<file path="config.mk">
export PLATFORM = sky130hd
export DESIGN_NAME = char_column_sequencer_flat
export DESIGN_NICKNAME = d
export VERILOG_FILES = /design/src/rtl/char_column_sequencer_pkg.sv /design/src/rtl/char_column_sequencer_if.sv /design/src/rtl/char_column_sequencer_char_buf.sv /design/src/rtl/char_column_sequencer.sv /design/src/flat_wrapper.sv
export SDC_FILE = /design/constraint.sdc
export NUM_CORES = 1
export LEC_CHECK = 0
export BUFFER_PORTS_ARGS = -buffer_cell sky130_fd_sc_hd__buf_4
export CELL_PAD_IN_SITES_DETAIL_PLACEMENT = 2
export CELL_PAD_IN_SITES_GLOBAL_PLACEMENT = 2
export CORE_UTILIZATION = 40
export DETAILED_ROUTE_END_ITERATION = 10
export GPL_ROUTABILITY_DRIVEN = 0
export GPL_TIMING_DRIVEN = 0
export PLACE_DENSITY = 0.74
export SYNTH_ARGS = -nofsm -noshare
export SYNTH_HDL_FRONTEND = slang
export SYNTH_HIERARCHICAL = 1
export SYNTH_SLANG_ARGS = --single-unit
</file>
<file path="constraint.sdc">
create_clock -name pixclk -period 2.5 [get_ports pixclk]
set_clock_uncertainty 0.1 [all_clocks]
set_input_delay 0.25 -clock pixclk [delete_from_list [all_inputs] [get_ports pixclk]]
set_output_delay 0.25 -clock pixclk [all_outputs]
set_load 0.05 [all_outputs]
</file>
<file path="src/rtl/char_column_sequencer_pkg.sv">
// Shared definitions for the character column sequencer: glyph codes,
// raster geometry defaults and the sequencing FSM state type.
package char_column_sequencer_pkg;

  localparam int CHAR_W = 6;

  localparam logic [CHAR_W-1:0] CH_BLANK = 6'h00;
  localparam logic [CHAR_W-1:0] CH_0     = 6'h1B;
  localparam logic [CHAR_W-1:0] CH_1     = 6'h1C;
  localparam logic [CHAR_W-1:0] CH_2     = 6'h1D;

  localparam int RASTER_H_ACTIVE = 640;
  localparam int RASTER_V_ACTIVE = 480;

  typedef enum logic [2:0] {
    ST_IDLE,
    ST_LOAD,
    ST_WAIT,
    ST_DRAW,
    ST_NEXT
  } seq_state_t;

endpackage

</file>
<file path="src/rtl/char_column_sequencer_if.sv">
// Raster, host-write and renderer-side signals of the column sequencer.
// master = raster/host/renderer side, slave = the sequencer itself.
interface char_column_sequencer_if
  import char_column_sequencer_pkg::*;
#(
  parameter int ADDR_W = 4,
  parameter int LEN_W  = 5
);
  logic [9:0]        CounterX;
  logic [9:0]        CounterY;
  logic              charDone;
  logic              wr_en;
  logic [ADDR_W-1:0] wr_addr;
  logic [CHAR_W-1:0] wr_data;
  logic              len_wr;
  logic [LEN_W-1:0]  len_data;
  logic [CHAR_W-1:0] chr;
  logic              drCh;
  logic              busy;
  logic              seq_err;

  modport master (
    output CounterX, CounterY, charDone, wr_en, wr_addr, wr_data, len_wr, len_data,
    input  chr, drCh, busy, seq_err
  );

  modport slave (
    input  CounterX, CounterY, charDone, wr_en, wr_addr, wr_data, len_wr, len_data,
    output chr, drCh, busy, seq_err
  );
endinterface

</file>
<file path="src/rtl/char_column_sequencer_char_buf.sv">
// Character string store: one write port, one registered read port.
// A read and write to the same address on the same edge returns the old code.
module char_buf
  import char_column_sequencer_pkg::*;
#(
  parameter int DEPTH = 16,
  parameter int AW    = $clog2(DEPTH)
) (
  input  logic              pixclk,
  input  logic              we,
  input  logic [AW-1:0]     waddr,
  input  logic [CHAR_W-1:0] wdata,
  input  logic              re,
  input  logic [AW-1:0]     raddr,
  output logic [CHAR_W-1:0] rdata
);
  logic [CHAR_W-1:0] mem [DEPTH];
  logic [CHAR_W-1:0] rdata_p1;

  always_ff @(posedge pixclk) begin
    if (we) mem[waddr] <= wdata;
    if (re) rdata_p1 <= mem[raddr];
  end

  assign rdata = rdata_p1;
endmodule

</file>
<file path="src/rtl/char_column_sequencer.sv">
// Presents a buffered string as a vertical text column, one glyph per cell,
// strobing drCh at (ORIGIN_X, cellY) and waiting on the renderer's charDone.
module char_column_sequencer
  import char_column_sequencer_pkg::*;
#(
  parameter int MAX_CHARS = 16,
  parameter int ORIGIN_X  = 100,
  parameter int ORIGIN_Y  = 100,
  parameter int CELL_H    = 8,
  parameter int H_ACTIVE  = RASTER_H_ACTIVE,
  parameter int V_ACTIVE  = RASTER_V_ACTIVE
) (
  input logic               pixclk,
  input logic               reset,
  char_column_sequencer_if.slave bus
);
  localparam int AW = $clog2(MAX_CHARS);
  localparam int LW = AW + 1;

  // Keep the column inside the active area even if mis-parameterised.
  localparam int COL_X = (ORIGIN_X < 1) ? 1 :
                         (ORIGIN_X > H_ACTIVE - 8) ? H_ACTIVE - 8 : ORIGIN_X;

  localparam logic [9:0]  TRIG_X = 10'(COL_X - 1);
  localparam logic [9:0]  ORG_Y  = 10'(ORIGIN_Y);
  localparam logic [9:0]  PITCH  = 10'(CELL_H);
  localparam logic [10:0] V_LIM  = 11'(V_ACTIVE);

  function automatic logic [LW-1:0] sat_len(input logic [LW-1:0] d);
    logic [LW-1:0] r;
    r = d;
    if (int'(d) > MAX_CHARS) r = LW'(MAX_CHARS);
    return r;
  endfunction

  seq_state_t        state_q, state_d;
  logic [LW-1:0]     len_q, len_s_q, idx_q;
  logic [9:0]        celly_q;
  logic              drch_q, chr_vld_q, seq_err_q, chardone_p1;
  logic [CHAR_W-1:0] rd_data;

  logic              fs, hit, done_rise, timeout, last_cell, set_err;
  logic [LW-1:0]     idx_inc;
  logic [9:0]        celly_nxt;
  logic [10:0]       cell_end_nxt;

  char_buf #(.DEPTH(MAX_CHARS), .AW(AW)) u_buf (
    .pixclk (pixclk),
    .we     (bus.wr_en),
    .waddr  (bus.wr_addr),
    .wdata  (bus.wr_data),
    .re     (state_q == ST_LOAD),
    .raddr  (idx_q[AW-1:0]),
    .rdata  (rd_data)
  );

  always_comb begin
    fs           = (bus.CounterX == 10'd0) && (bus.CounterY == 10'd0);
    hit          = (bus.CounterY == celly_q) && (bus.CounterX == TRIG_X);
    done_rise    = bus.charDone && !chardone_p1;
    timeout      = (bus.CounterY == celly_q + PITCH);
    idx_inc      = idx_q + LW'(1);
    celly_nxt    = celly_q + PITCH;
    cell_end_nxt = {1'b0, celly_nxt} + 11'd8;
    last_cell    = (idx_inc == len_s_q) || (cell_end_nxt > V_LIM);
    set_err      = (state_q == ST_DRAW) && timeout && !done_rise && !fs;
  end

  always_comb begin
    state_d = state_q;
    case (state_q)
      ST_IDLE: state_d = ST_IDLE;
      ST_LOAD: state_d = ST_WAIT;
      ST_WAIT: if (hit) state_d = ST_DRAW;
      ST_DRAW: if (done_rise || timeout) state_d = ST_NEXT;
      ST_NEXT: state_d = last_cell ? ST_IDLE : ST_LOAD;
      default: state_d = ST_IDLE;
    endcase
    // Frame start always wins: normal start from IDLE, or overrun restart.
    if (fs) state_d = (len_q != '0) ? ST_LOAD : ST_IDLE;
  end

  always_ff @(posedge pixclk) begin
    if (reset) begin
      state_q     <= ST_IDLE;
      len_q       <= '0;
      len_s_q     <= '0;
      idx_q       <= '0;
      drch_q      <= 1'b0;
      chr_vld_q   <= 1'b0;
      seq_err_q   <= 1'b0;
      chardone_p1 <= 1'b0;
    end else begin
      state_q     <= state_d;
      chardone_p1 <= bus.charDone;
      drch_q      <= (state_q == ST_WAIT) && hit && !fs;
      if (bus.len_wr) len_q <= sat_len(bus.len_data);
      if (fs) begin
        len_s_q <= len_q;
        idx_q   <= '0;
      end else if (state_q == ST_NEXT) begin
        idx_q <= idx_inc;
      end
      if (state_q == ST_LOAD) chr_vld_q <= 1'b1;
      if (set_err) seq_err_q <= 1'b1;
    end
  end

  // Cell Y accumulator: seeded at frame start, stepped once per cell.
  always_ff @(posedge pixclk) begin
    if (fs) celly_q <= ORG_Y;
    else if (state_q == ST_NEXT) celly_q <= celly_nxt;
  end

  assign bus.chr     = chr_vld_q ? rd_data : CH_BLANK;
  assign bus.drCh    = drch_q;
  assign bus.busy    = (state_q != ST_IDLE);
  assign bus.seq_err = seq_err_q;
endmodule

</file>
<file path="src/flat_wrapper.sv">
// flat-port wrapper written by rule: the top's interface ports become plain ports
module char_column_sequencer_flat import char_column_sequencer_pkg::*;
#(
  parameter int MAX_CHARS = 16,
  parameter int ORIGIN_X  = 100,
  parameter int ORIGIN_Y  = 100,
  parameter int CELL_H    = 8,
  parameter int H_ACTIVE  = RASTER_H_ACTIVE,
  parameter int V_ACTIVE  = RASTER_V_ACTIVE
)
  (pixclk, reset, bus_CounterX, bus_CounterY, bus_charDone, bus_wr_en, bus_wr_addr, bus_wr_data, bus_len_wr, bus_len_data, bus_chr, bus_drCh, bus_busy, bus_seq_err);
  char_column_sequencer_if bus_i ();
  input logic pixclk;
  input logic reset;
  input wire logic [$bits(bus_i.CounterX)-1:0] bus_CounterX;
  input wire logic [$bits(bus_i.CounterY)-1:0] bus_CounterY;
  input wire logic [$bits(bus_i.charDone)-1:0] bus_charDone;
  input wire logic [$bits(bus_i.wr_en)-1:0] bus_wr_en;
  input wire logic [$bits(bus_i.wr_addr)-1:0] bus_wr_addr;
  input wire logic [$bits(bus_i.wr_data)-1:0] bus_wr_data;
  input wire logic [$bits(bus_i.len_wr)-1:0] bus_len_wr;
  input wire logic [$bits(bus_i.len_data)-1:0] bus_len_data;
  output wire logic [$bits(bus_i.chr)-1:0] bus_chr;
  output wire logic [$bits(bus_i.drCh)-1:0] bus_drCh;
  output wire logic [$bits(bus_i.busy)-1:0] bus_busy;
  output wire logic [$bits(bus_i.seq_err)-1:0] bus_seq_err;
  assign bus_i.CounterX = bus_CounterX;
  assign bus_i.CounterY = bus_CounterY;
  assign bus_i.charDone = bus_charDone;
  assign bus_i.wr_en = bus_wr_en;
  assign bus_i.wr_addr = bus_wr_addr;
  assign bus_i.wr_data = bus_wr_data;
  assign bus_i.len_wr = bus_len_wr;
  assign bus_i.len_data = bus_len_data;
  assign bus_chr = bus_i.chr;
  assign bus_drCh = bus_i.drCh;
  assign bus_busy = bus_i.busy;
  assign bus_seq_err = bus_i.seq_err;
  char_column_sequencer #(.MAX_CHARS(MAX_CHARS), .ORIGIN_X(ORIGIN_X), .ORIGIN_Y(ORIGIN_Y), .CELL_H(CELL_H), .H_ACTIVE(H_ACTIVE), .V_ACTIVE(V_ACTIVE)) u_core (.pixclk(pixclk), .reset(reset), .bus(bus_i));
endmodule
</file>
==> results.md <==
- DR iter-0 viols: 179
- Relative slew slack: 27.0%
- Core Box Area: 13,900 sq um
- Setup Fix Bufs, Post-CTS: 0
- Maximum VDD drop: 0.000519 V
- HP Start: bus_charDone
- RSZ-0062 raised after global routing: false
- Fin nets: just over 500
- Endpoints failing hold: 0
- CP Launch Point: u_core/celly_q[3]
- Worst skew pair latency: 0.42 ns
- Post-synthesis compound-gate area fraction: 5.79%
- Hold Slack: around 0.014 ns
- Via count: 3,664
- Setup TNS: 0 ns
- DP Wirelength: 10,100 microns
- Startpoint Class: flop
- Area growth, synth to finish: 20.8%
- Post-synth EDFFs: slightly above 100
- Status: finished clean
- Die Height: around 120 microns
- Synthesis Warnings: 6
- Largest family of logic cells by synthesized area: simple AND/OR/NAND/NOR gates
- Clk sinks: 131
- Simple-Gate Fraction of Synth Area: between 10 and 15%
- CP endpoint kind: flop
- Mux share of post-synthesis cell area: 11.2%
- I/O Pins: 49
- Synth top area cells: edfxtp_1 (53%), dfxtp_1 (10%), mux4_1 (5.5%)
- Largest net degree at the start of global routing: 17
- HP Class: in2reg
- CTS tree: built
- Predominant post-synthesis flop cell: edfxtp_1
- Maximum clock rate: 429 MHz
- DRT antenna net count: 0
- Critical path data required time: 2.71 ns
- Clock-pin slew on the worst setup and hold paths: 0.06 ns
- CP arrival: 2.54 ns
- Post-Syn Nets: 448
- PortBufs: 47
- Synthesized area per cell: 14.2 sq um
- DR WL/cell: ~22 microns
- Remaining DRCs: 0
- DR vias/cell: 5.49
- H-tree levels: 4
- Die width: about 120 microns
- Initial antenna violation count: 0
- Final period utilization: 93.2%
- Fin util: 49.9%
- Antenna Diode Count: 0
- GRT overflow: 0
- Inst Count DP: 632
- Final wirelength: 14,700 microns
- Fin cells: between 600 and 700
- Register Area: 3650 sq um
- Total iterations of the first detailed-routing run: 4
- CP max FO: 10
- First-pass GRT wire length: approximately 23,000 microns
- Sequential element share of the synthesized area: 63.4%
- Post-synthesis adder-cell area fraction: less than 1%
- P per Cell Area: 737 nW/um^2
- Synth area leader: edfxtp_1
- Initial core utilization: 41.3%
- Slew @ Worst Pin: 1.09 ns
- Synth Cell Area: about 5700 sq um
- Die area: 14,900 sq um
- Multi-input combinational cell area: 1960 sq um
- Root Buffer: clkbuf_16
- Synth top area share: 53.3%
- Synth Area in XOR/XNOR: under 10%
- Max Root-Sink Buffers: 2
- Synth Instances: 405
- Max-cap violations: 0
- Register bit total from synthesis: about 130
- Max-slew violations: 0
- Fillers: 1,325
- Share of cells above drive strength 1: between 20% and 30%
- Critical path class: reg2reg
- Row cnt: 43
- Reg2reg start: u_core/celly_q[3]
- Fin crit period: 2.33 ns
- Vias in the first global route: 4,007
- Final instance area: 6950 sq um
- Async set-reset flop share out of synthesis: 0%
- Unique masters post-synth: between 50 and 60
- Num CTS Buffers: 17
- Total global-route track usage: 21.7%
- Placed instance area: 6330 sq um
- Static leakage: ~2.4 nW
- Final Setup Violations: 0
## cell families after synthesis
family                   count (synthesis)
AO/OA/AOI/OAI                           51
XOR/XNOR                                22
adder cells (fa/ha/maj)                  3
buffers and inverters                   24
flip-flops                             131
multiplexers                            30
AND/OR/NAND/NOR                        144
## final cells by class
| type | count | area share [%] |
|---|---|---|
| timing repair buffer | 51 | 5.66 |
| inverter | 5 | 0.270 |
| clock inverter | 14 | 2.13 |
| multi-input combinational | 250 | 28.2 |
| clock buffer | 18 | 6.18 |
| tap | 180 | 3.24 |
| sequential | 131 | 52.5 |
| buffer | 19 | 1.87 |
## critical path, stage by stage (launching register included)
cell,delay (ns)
dfxtp_2,0.42
ha_1,0.17
buf_4,0.16
xor2_1,0.27
xor2_1,0.11
nor3_1,0.19
o2111ai_1,0.22
a221o_1,0.38
a32o_1,0.22
## layout by cell type, fill, tap and decap left out, types with 3 or more instances in the layout
master           n
nor2b_1          4
or3_1            5
ha_1             3
and2_1          10
clkbuf_16       17
xor2_1          12
clkinv_4         3
a21oi_1         13
nor3_1          12
nand3b_1         6
buf_4           51
nor2_1          42
mux2i_1          6
and3_1           3
nand2b_1         8
inv_1            4
a22oi_1         12
nand3_1         11
nor4_1           6
dlygate4sd3_1    4
mux4_2          12
buf_6            5
inv_8            3
clkbuf_1         5
inv_6            4
dfxtp_1         27
xnor2_1          9
nand2_1         25
clkinvlp_4       3
buf_2            4
o21ai_0          9
mux4_1          12
edfxtp_1       102
## through the flow
| stage | setup slack (ns) | total power (W) |
|---|---|---|
| 3_5_place_dp | 0.0463 | 0.00274 |
| 2_1_floorplan | 0.398 | 0.00260 |
| 3_3_place_gp | 0.0704 | 0.00273 |
| 4_1_cts | 0.0223 | 0.00517 |
| 5_1_grt | 0.0521 | 0.00528 |
| 6_report | 0.169 | 0.00512 |
## registers in the layout (all words and copies together), names as in the netlist
signal,count
u_core/bus.drCh,1
u_core/bus.seq_err,1
u_core/celly_q,7
u_core/chardone_p1,1
u_core/chr_vld_q,1
u_core/idx_q,5
u_core/len_q,5
u_core/len_s_q,5
u_core/state_q,3
u_core/u_buf/mem,96
u_core/u_buf/rdata,6
## cells in the mapped netlist, types with 3 or more instances
library cell	number
mux2i_1	6
and2_1	10
mux4_1	12
mux4_2	12
nor2b_1	4
xor2_1	12
nand2_1	25
buf_4	4
buf_6	5
nand3_1	11
nand2b_1	8
a21oi_1	13
inv_1	4
xnor2_1	9
and3_1	3
nand3b_1	6
nor2_1	42
nor3_1	12
dfxtp_1	29
buf_2	4
a22oi_1	12
o21ai_0	9
ha_1	3
clkbuf_1	4
or3_1	5
nor4_1	6
edfxtp_1	102
## routing by layer
| layer | vias up | GRT usage, % | wire length, microns |
|---|---|---|---|
| li1 | 1698 | - | - |
| met1 | 1885 | 25.1 | 5980 |
| met2 | 64 | 38.7 | 7930 |
| met3 | 17 | 4.31 | 494 |
| met4 | 0 | 9.57 | 301 |
| met5 | - | 0 | 0 |
## path summary, 6_finish.rpt
path                        endpoint  cells past startpoint  slack [ns]
setup reg to reg   u_core/state_q[0]                      8        0.17
hold / removal    u_core/chardone_p1                      3        0.01
setup / recovery   u_core/state_q[0]                      8        0.17
hold reg to reg   u_core/bus.seq_err                      2        0.35
## repair_timing
item / in CTS / in global routing
setup endpoints to repair: 0 / 2
hold endpoints to repair: 5 / 0
hold buffers: 4 / 0
resized for setup: 0 / 2
## where the power goes
group	leakage [nW]	switching [W]	total, W	internal, W
combinational	0.966	0.000166	0.000289	0.000124
sequential	1.16	0.0000216	0.00241	0.00239
clock	0.274	0.00102	0.00242	0.00140
total	2.40	0.00121	0.00512	0.00391
Note: power is estimated with default switching activity, not from simulation.
